===== src/rtl/uart_tx_fifo.sv =====
// UART transmitter with an input FIFO, baud divider, optional parity and 1/2 stop bits.
// Frames are sent back-to-back while the FIFO holds words; TXD is registered and idles high.
module uart_tx_fifo #(
    parameter int DATA_BITS    = 8,
    parameter int CLKS_PER_BIT = 16,
    parameter int PARITY       = 0,
    parameter int STOP_BITS    = 1,
    parameter int MSB_FIRST    = 0,
    parameter int FIFO_DEPTH   = 4
) (
    input  logic                 clk,
    input  logic                 reset,
    input  logic [DATA_BITS-1:0] tx_data,
    input  logic                 send,
    output logic                 TXD,
    output logic                 tx_busy,
    output logic                 tx_full,
    output logic                 tx_overflow
);

    localparam int PTR_W  = $clog2(FIFO_DEPTH);
    localparam int CNT_W  = PTR_W + 1;
    localparam int BAUD_W = $clog2(CLKS_PER_BIT);
    localparam int BIT_W  = $clog2(DATA_BITS);

    localparam logic [BAUD_W-1:0] BAUD_LAST = BAUD_W'(CLKS_PER_BIT - 1);
    localparam logic [BIT_W-1:0]  DATA_LAST = BIT_W'(DATA_BITS - 1);
    localparam logic [BIT_W-1:0]  STOP_LAST = BIT_W'(STOP_BITS - 1);
    localparam logic [CNT_W-1:0]  DEPTH_C   = CNT_W'(FIFO_DEPTH);

    if (DATA_BITS < 5 || DATA_BITS > 9) begin : g_bad_data_bits
        $error("uart_tx_fifo: DATA_BITS must be 5..9");
    end
    if (CLKS_PER_BIT < 2) begin : g_bad_clks_per_bit
        $error("uart_tx_fifo: CLKS_PER_BIT must be >= 2");
    end
    if (PARITY < 0 || PARITY > 2) begin : g_bad_parity
        $error("uart_tx_fifo: PARITY must be 0, 1 or 2");
    end
    if (STOP_BITS != 1 && STOP_BITS != 2) begin : g_bad_stop_bits
        $error("uart_tx_fifo: STOP_BITS must be 1 or 2");
    end
    if (MSB_FIRST != 0 && MSB_FIRST != 1) begin : g_bad_msb_first
        $error("uart_tx_fifo: MSB_FIRST must be 0 or 1");
    end
    if (FIFO_DEPTH < 2 || (FIFO_DEPTH & (FIFO_DEPTH - 1)) != 0) begin : g_bad_fifo_depth
        $error("uart_tx_fifo: FIFO_DEPTH must be a power of 2, >= 2");
    end

    typedef enum logic [2:0] {
        S_IDLE,
        S_START,
        S_DATA,
        S_PARITY,
        S_STOP
    } state_t;

    // ---------------- input FIFO ----------------
    logic [DATA_BITS-1:0] r_mem [FIFO_DEPTH];
    logic [PTR_W-1:0]     r_wr_ptr;
    logic [PTR_W-1:0]     r_rd_ptr;
    logic [CNT_W-1:0]     r_count;
    logic [CNT_W-1:0]     w_count_next;
    logic                 w_full;
    logic                 w_empty;
    logic                 w_push;
    logic                 w_pop;
    logic [DATA_BITS-1:0] w_head;

    // Full comes from the pre-edge count, so a same-edge pop never frees a slot for the push.
    assign w_full  = (r_count == DEPTH_C);
    assign w_empty = (r_count == '0);
    assign w_push  = send && !w_full;
    assign w_head  = r_mem[r_rd_ptr];

    // NOTE: the storage array has no reset; r_count alone defines which entries are valid.
    always_ff @(posedge clk) begin
        if (w_push) begin
            r_mem[r_wr_ptr] <= tx_data;
        end
    end

    always_comb begin
        w_count_next = r_count;
        case ({w_push, w_pop})
            2'b10:   w_count_next = r_count + CNT_W'(1);
            2'b01:   w_count_next = r_count - CNT_W'(1);
            default: w_count_next = r_count;
        endcase
    end

    // NOTE: sequential state uses non-blocking assignments so every register samples pre-edge values.
    always_ff @(posedge clk or posedge reset) begin
        if (reset) begin
            r_wr_ptr <= '0;
            r_rd_ptr <= '0;
            r_count  <= '0;
        end else begin
            if (w_push) begin
                r_wr_ptr <= r_wr_ptr + PTR_W'(1);
            end
            if (w_pop) begin
                r_rd_ptr <= r_rd_ptr + PTR_W'(1);
            end
            r_count <= w_count_next;
        end
    end

    // ---------------- serializer ----------------
    state_t               r_state;
    state_t               w_state_next;
    logic [BAUD_W-1:0]    r_baud;
    logic [BAUD_W-1:0]    w_baud_next;
    logic [BIT_W-1:0]     r_bit_cnt;
    logic [BIT_W-1:0]     w_bit_next;
    logic [DATA_BITS-1:0] r_shift;
    logic [DATA_BITS-1:0] w_shift_next;
    logic [DATA_BITS-1:0] w_shifted;
    logic                 r_par;
    logic                 w_par_next;
    logic                 w_head_par;
    logic                 r_txd;
    logic                 w_txd_next;
    logic                 w_sr_out;
    logic                 w_baud_done;
    logic                 r_busy;
    logic                 r_overflow;

    assign w_baud_done = (r_baud == BAUD_LAST);
    assign w_sr_out    = (MSB_FIRST != 0) ? r_shift[DATA_BITS-1] : r_shift[0];
    assign w_shifted   = (MSB_FIRST != 0) ? {r_shift[DATA_BITS-2:0], 1'b0}
                                          : {1'b0, r_shift[DATA_BITS-1:1]};
    assign w_head_par  = (PARITY == 1) ? ~(^w_head) : (^w_head);

    always_ff @(posedge clk or posedge reset) begin
        if (reset) begin
            r_state <= S_IDLE;
        end else begin
            r_state <= w_state_next;
        end
    end

    // NOTE: every output of this block gets a default first, so no path can infer a latch.
    always_comb begin
        w_state_next = r_state;
        w_baud_next  = r_baud;
        w_bit_next   = r_bit_cnt;
        w_shift_next = r_shift;
        w_par_next   = r_par;
        w_txd_next   = r_txd;
        w_pop        = 1'b0;

        case (r_state)
            S_IDLE: begin
                w_txd_next  = 1'b1;
                w_baud_next = '0;
                w_bit_next  = '0;
                if (!w_empty) begin
                    w_pop        = 1'b1;
                    w_shift_next = w_head;
                    w_par_next   = w_head_par;
                    w_txd_next   = 1'b0;
                    w_state_next = S_START;
                end
            end
            S_START, S_DATA, S_PARITY, S_STOP: begin
                if (!w_baud_done) begin
                    w_baud_next = r_baud + BAUD_W'(1);
                end else begin
                    w_baud_next = '0;
                    case (r_state)
                        S_START: begin
                            w_state_next = S_DATA;
                            w_txd_next   = w_sr_out;
                            w_shift_next = w_shifted;
                            w_bit_next   = '0;
                        end
                        S_DATA: begin
                            if (r_bit_cnt == DATA_LAST) begin
                                w_bit_next = '0;
                                if (PARITY != 0) begin
                                    w_state_next = S_PARITY;
                                    w_txd_next   = r_par;
                                end else begin
                                    w_state_next = S_STOP;
                                    w_txd_next   = 1'b1;
                                end
                            end else begin
                                w_bit_next   = r_bit_cnt + BIT_W'(1);
                                w_txd_next   = w_sr_out;
                                w_shift_next = w_shifted;
                            end
                        end
                        S_PARITY: begin
                            w_state_next = S_STOP;
                            w_txd_next   = 1'b1;
                            w_bit_next   = '0;
                        end
                        default: begin
                            if (r_bit_cnt != STOP_LAST) begin
                                w_bit_next = r_bit_cnt + BIT_W'(1);
                            end else if (!w_empty) begin
                                // Next word starts on this edge: no idle gap between frames.
                                w_pop        = 1'b1;
                                w_shift_next = w_head;
                                w_par_next   = w_head_par;
                                w_txd_next   = 1'b0;
                                w_bit_next   = '0;
                                w_state_next = S_START;
                            end else begin
                                w_txd_next   = 1'b1;
                                w_bit_next   = '0;
                                w_state_next = S_IDLE;
                            end
                        end
                    endcase
                end
            end
            default: begin
                w_state_next = S_IDLE;
                w_txd_next   = 1'b1;
                w_baud_next  = '0;
                w_bit_next   = '0;
            end
        endcase
    end

    always_ff @(posedge clk or posedge reset) begin
        if (reset) begin
            r_baud     <= '0;
            r_bit_cnt  <= '0;
            r_shift    <= '0;
            r_par      <= 1'b0;
            r_txd      <= 1'b1;
            r_busy     <= 1'b0;
            r_overflow <= 1'b0;
        end else begin
            r_baud     <= w_baud_next;
            r_bit_cnt  <= w_bit_next;
            r_shift    <= w_shift_next;
            r_par      <= w_par_next;
            r_txd      <= w_txd_next;
            r_busy     <= (w_state_next != S_IDLE) || (w_count_next != '0);
            r_overflow <= send && w_full;
        end
    end

    assign TXD         = r_txd;
    assign tx_busy     = r_busy;
    assign tx_full     = w_full;
    assign tx_overflow = r_overflow;

endmodule


===== config.mk =====
export PLATFORM = sky130hd
export DESIGN_NAME = uart_tx_fifo
export DESIGN_NICKNAME = d
export VERILOG_FILES = /design/src/rtl/uart_tx_fifo.sv
export SDC_FILE = /design/constraint.sdc
export NUM_CORES = 1
export LEC_CHECK = 0
export CAP_MARGIN = 0
export CORE_UTILIZATION = 35
export CTS_CLUSTER_SIZE = 20
export DETAILED_ROUTE_END_ITERATION = 8
export SYNTH_ARGS = -nofsm -noshare
export SYNTH_HDL_FRONTEND = slang
export SYNTH_SLANG_ARGS = --single-unit
export TNS_END_PERCENT = 5

===== constraint.sdc =====
create_clock -name clk -period 6.41 [get_ports clk]
set_input_delay 0.9615 -clock clk [delete_from_list [all_inputs] [get_ports clk]]
set_output_delay 0.9615 -clock clk [all_outputs]
set_load 0.1 [all_outputs]

==> impl_metrics.env <==
export IMPL_io_pins=15
export IMPL_drt_iter0_markers=151
export IMPL_worst_path_max_delay_cell="clkdlybuf4s50_1"
export IMPL_holdPathEnd="r_baud[0]$_DFF_PP0_"
export IMPL_die_area_um2=8160
export IMPL_drive_gt1_share_pct=17.3
export IMPL_finalSetupViolations=0
export IMPL_ctsHtreeMaxLevel=3
export IMPL_ant_nets=0
export IMPL_synth_seq_cells=60
export IMPL_gr_total_overflow=0
export IMPL_cp_end_kind="output pin"
export IMPL_synth_cell_type_count=48
export IMPL_outcome="complete, no violations"
export IMPL_cts_sinks=60
export IMPL_worst_setup_hold_path_clk_slew_ps=60
export IMPL_finalHoldViolCount=0
export IMPL_root_buffer="clkbuf_8"
export IMPL_grt_pass1_wl_um=7710
export IMPL_placed_area_um2=2970
export IMPL_p_leak_nw=1.21
export IMPL_arrival_ps=2260
export IMPL_cap_viol_max_count=0
export IMPL_final_nets=224
export IMPL_synthCells=183
export IMPL_die_w_um=90.3
export IMPL_period_needed_ps=3220
export IMPL_portBuffers=14
export IMPL_finalPower_uw=949
export IMPL_yosysWarnings=0
export IMPL_cts_buffers=9
export IMPL_grt_pass1_vias=1513
export IMPL_crit_path_cell_trace="nor2_1 > nand2_1 > inv_1 > clkdlybuf4s50_1"
export IMPL_slew_headroom_pct=34.8
export IMPL_vias=1506
export IMPL_reg2reg_from="r_baud[0]$_DFF_PP0_"
export IMPL_synth_area_leaders="edfxtp_1 35%, dfrtp_1 25%, mux4_2 6.6%, o22a_1 4.5%, ha_1 4.1%"
export IMPL_critPathRequiredTime_ps=5450
export IMPL_fmax_mhz=311
export IMPL_vdd_drop_max_mv=0.186
export IMPL_grt_start_max_net_pins=16
export IMPL_holdCritStartpoint="r_baud[0]$_DFF_PP0_"
export IMPL_r2r_cells=11
export IMPL_pre_cts_ws_ps=3020
export IMPL_hold_path_cell_count=1
export IMPL_grt_antenna_before_repair=0
export IMPL_syn_num_nets=204
export IMPL_drt_pass1_iterations=4
export IMPL_ctsHoldBuffers=0
export IMPL_tns_ps=0
export IMPL_post_cts_buffers=0
export IMPL_route_detailed_drc=0
export IMPL_worst_path_max_fanout=6
export IMPL_cts_tree="built"
export IMPL_yosysSeqAreaShare_pct=60.9
export IMPL_period_share_pct=50.2
export IMPL_power_density_nw_per_um2=302
export IMPL_finalWorstSetupSlack_ps=3190
export IMPL_slowest_delay_ps=1120
export IMPL_initial_utilization_pct=36.9
export IMPL_clockBufferDepth=2
export IMPL_synth_top_area_cell="edfxtp_1"
export IMPL_criticalPathCategory="flip-flop to output pin"
export IMPL_worst_hold_path_type="flip-flop to flip-flop"
export IMPL_wire_per_inst_um=14.2
export IMPL_design_area_um2=3140
export IMPL_syn_area_um2=2730
export IMPL_fp_row_count=31
export IMPL_worst_pin_slew_ps=975
export IMPL_core_area_um2=7410
export IMPL_timing_rr_end="tx_busy$_DFF_PP0_"
export IMPL_clk_latency_ps=330
export IMPL_maxSlewViolCount=0
export IMPL_cts_resized=0
export IMPL_dp_hpwl_um=3080
export IMPL_start_kind="flip-flop"
export IMPL_area_growth_pct=14.8
export IMPL_rsz0062_at_grt="no"
export IMPL_num_antenna_cells=0
export IMPL_place_congestion=0.772
export IMPL_drt_total_wl_um=4370
export IMPL_r2r_setup_slack_ps=3460
export IMPL_die_h_um=90.3
export IMPL_yosys_area_top_type_share_pct=35.2
export IMPL_synth_area_per_cell_um2=14.9
export IMPL_via_per_inst=4.91
export IMPL_skew_ps=9.35
export IMPL_gr_usage_all_layers_pct=12.4
==> final cells by class <==
cell class | instances | area (um^2)
clock buffer | 10 | 128
clock inverter | 6 | 40.0
fill | 676 | 4270
inverter | 13 | 48.8
multi-input combinational | 104 | 986
sequential | 60 | 1660
tap | 99 | 124
timing repair buffer | 15 | 148
==> report_power, final <==
part	leakage [nW]	internal [mW]	switching (mW)
Clock	0.0763	0.139	0.148
Combinational	0.495	0.0632	0.0982
Sequential	0.638	0.470	0.0303
==> cells in the mapped netlist (all sizes together) <==
library cell  number
edfxtp            32
dfrtp             27
o22a              14
inv               13
ha                 9
mux4               8
nor2               8
and3               7
nand2              5
o21ai              5
xnor2              5
nand3              4
or3                4
buf                3
clkbuf             3
mux2               3
o31ai              3
xor2               3
a21oi              2
a32o               2
and2               2
nand2b             2
nand3b             2
nor3               2
a211oi             1
a21boi             1
a22o               1
a2bb2oi            1
dfstp              1
fa                 1
mux2i              1
nand4bb            1
o21bai             1
o22ai              1
o32ai              1
or2                1
or3b               1
or4                1
or4b               1
==> worst max path at each step <==
stage / start / end / slack, ps / cells past startpoint
after global placement: send / tx_busy$_DFF_PP0_ / 3140 / 10
after CTS: r_count[0]$_DFF_PP0_ / tx_full / 3160 / 4
after detailed placement: send / tx_busy$_DFF_PP0_ / 3020 / 10
after floorplan: send / tx_busy$_DFF_PP0_ / 3710 / 9
after global routing: r_count[0]$_DFF_PP0_ / tx_full / 3100 / 4
final: r_count[0]$_DFF_PP0_ / tx_full / 3190 / 4
==> critical path, delay by kind of cell, from the launching register on <==
family        cells  cell delay, ps
flops             1             450
buf+inv           2            1200
simple gates      2             280
==> flip-flops by register name, indices dropped and copies added (netlist names) <==
register,cells
TXD,1
r_state,3
r_shift,8
r_count,3
r_wr_ptr,2
r_rd_ptr,2
r_mem,32
tx_busy,1
tx_overflow,1
r_baud,4
r_bit_cnt,3
==> layer usage <==
layer	global-route usage [%]	vias up	part of all wire [%]
met5	0	-	0
met4	5.65	0	1.1
met3	4.12	4	2.9
met2	18.2	19	46
met1	16.7	752	50
li1	-	731	-
==> cells by family after synthesis <==
logic type                 after synthesis  synth area share [%]
and+or+nand+nor                         41                  9.62
muxes                                   12                  8.20
buffers and inverters                   19                  3.02
AOI/OAI and AO/OA                       33                  10.9
DFF                                     60                  60.9
xor gates and xnor gates                 8                  2.57
adders and majority gates               10                  4.86
==> placed cells by master (no fill, tap or decap), types with 2 or more instances in the layout <==
cell type,n
clkbuf_8,9
o22a_1,14
nand2b_1,2
ha_1,9
o21ai_0,2
nor2_1,7
o31ai_1,3
xor2_1,3
and3_1,7
nand3_1,3
xnor2_1,5
dfrtp_1,27
clkdlybuf4s50_1,14
nand2_1,5
o21ai_1,3
edfxtp_1,32
and2_1,2
nand3b_1,2
mux2_2,3
mux4_2,8
a32o_1,2
clkinvlp_4,3
inv_1,13
or3_1,3
==> through the flow <==
step	hold slack [ps]	util, %	cells
after floorplan	432	-	183
after global placement	454	40.1	291
after detailed placement	452	40.1	291
after CTS	460	42.3	307
after global routing	499	42.3	307
final	455	42.3	307
(Power assumes the default switching activity.)
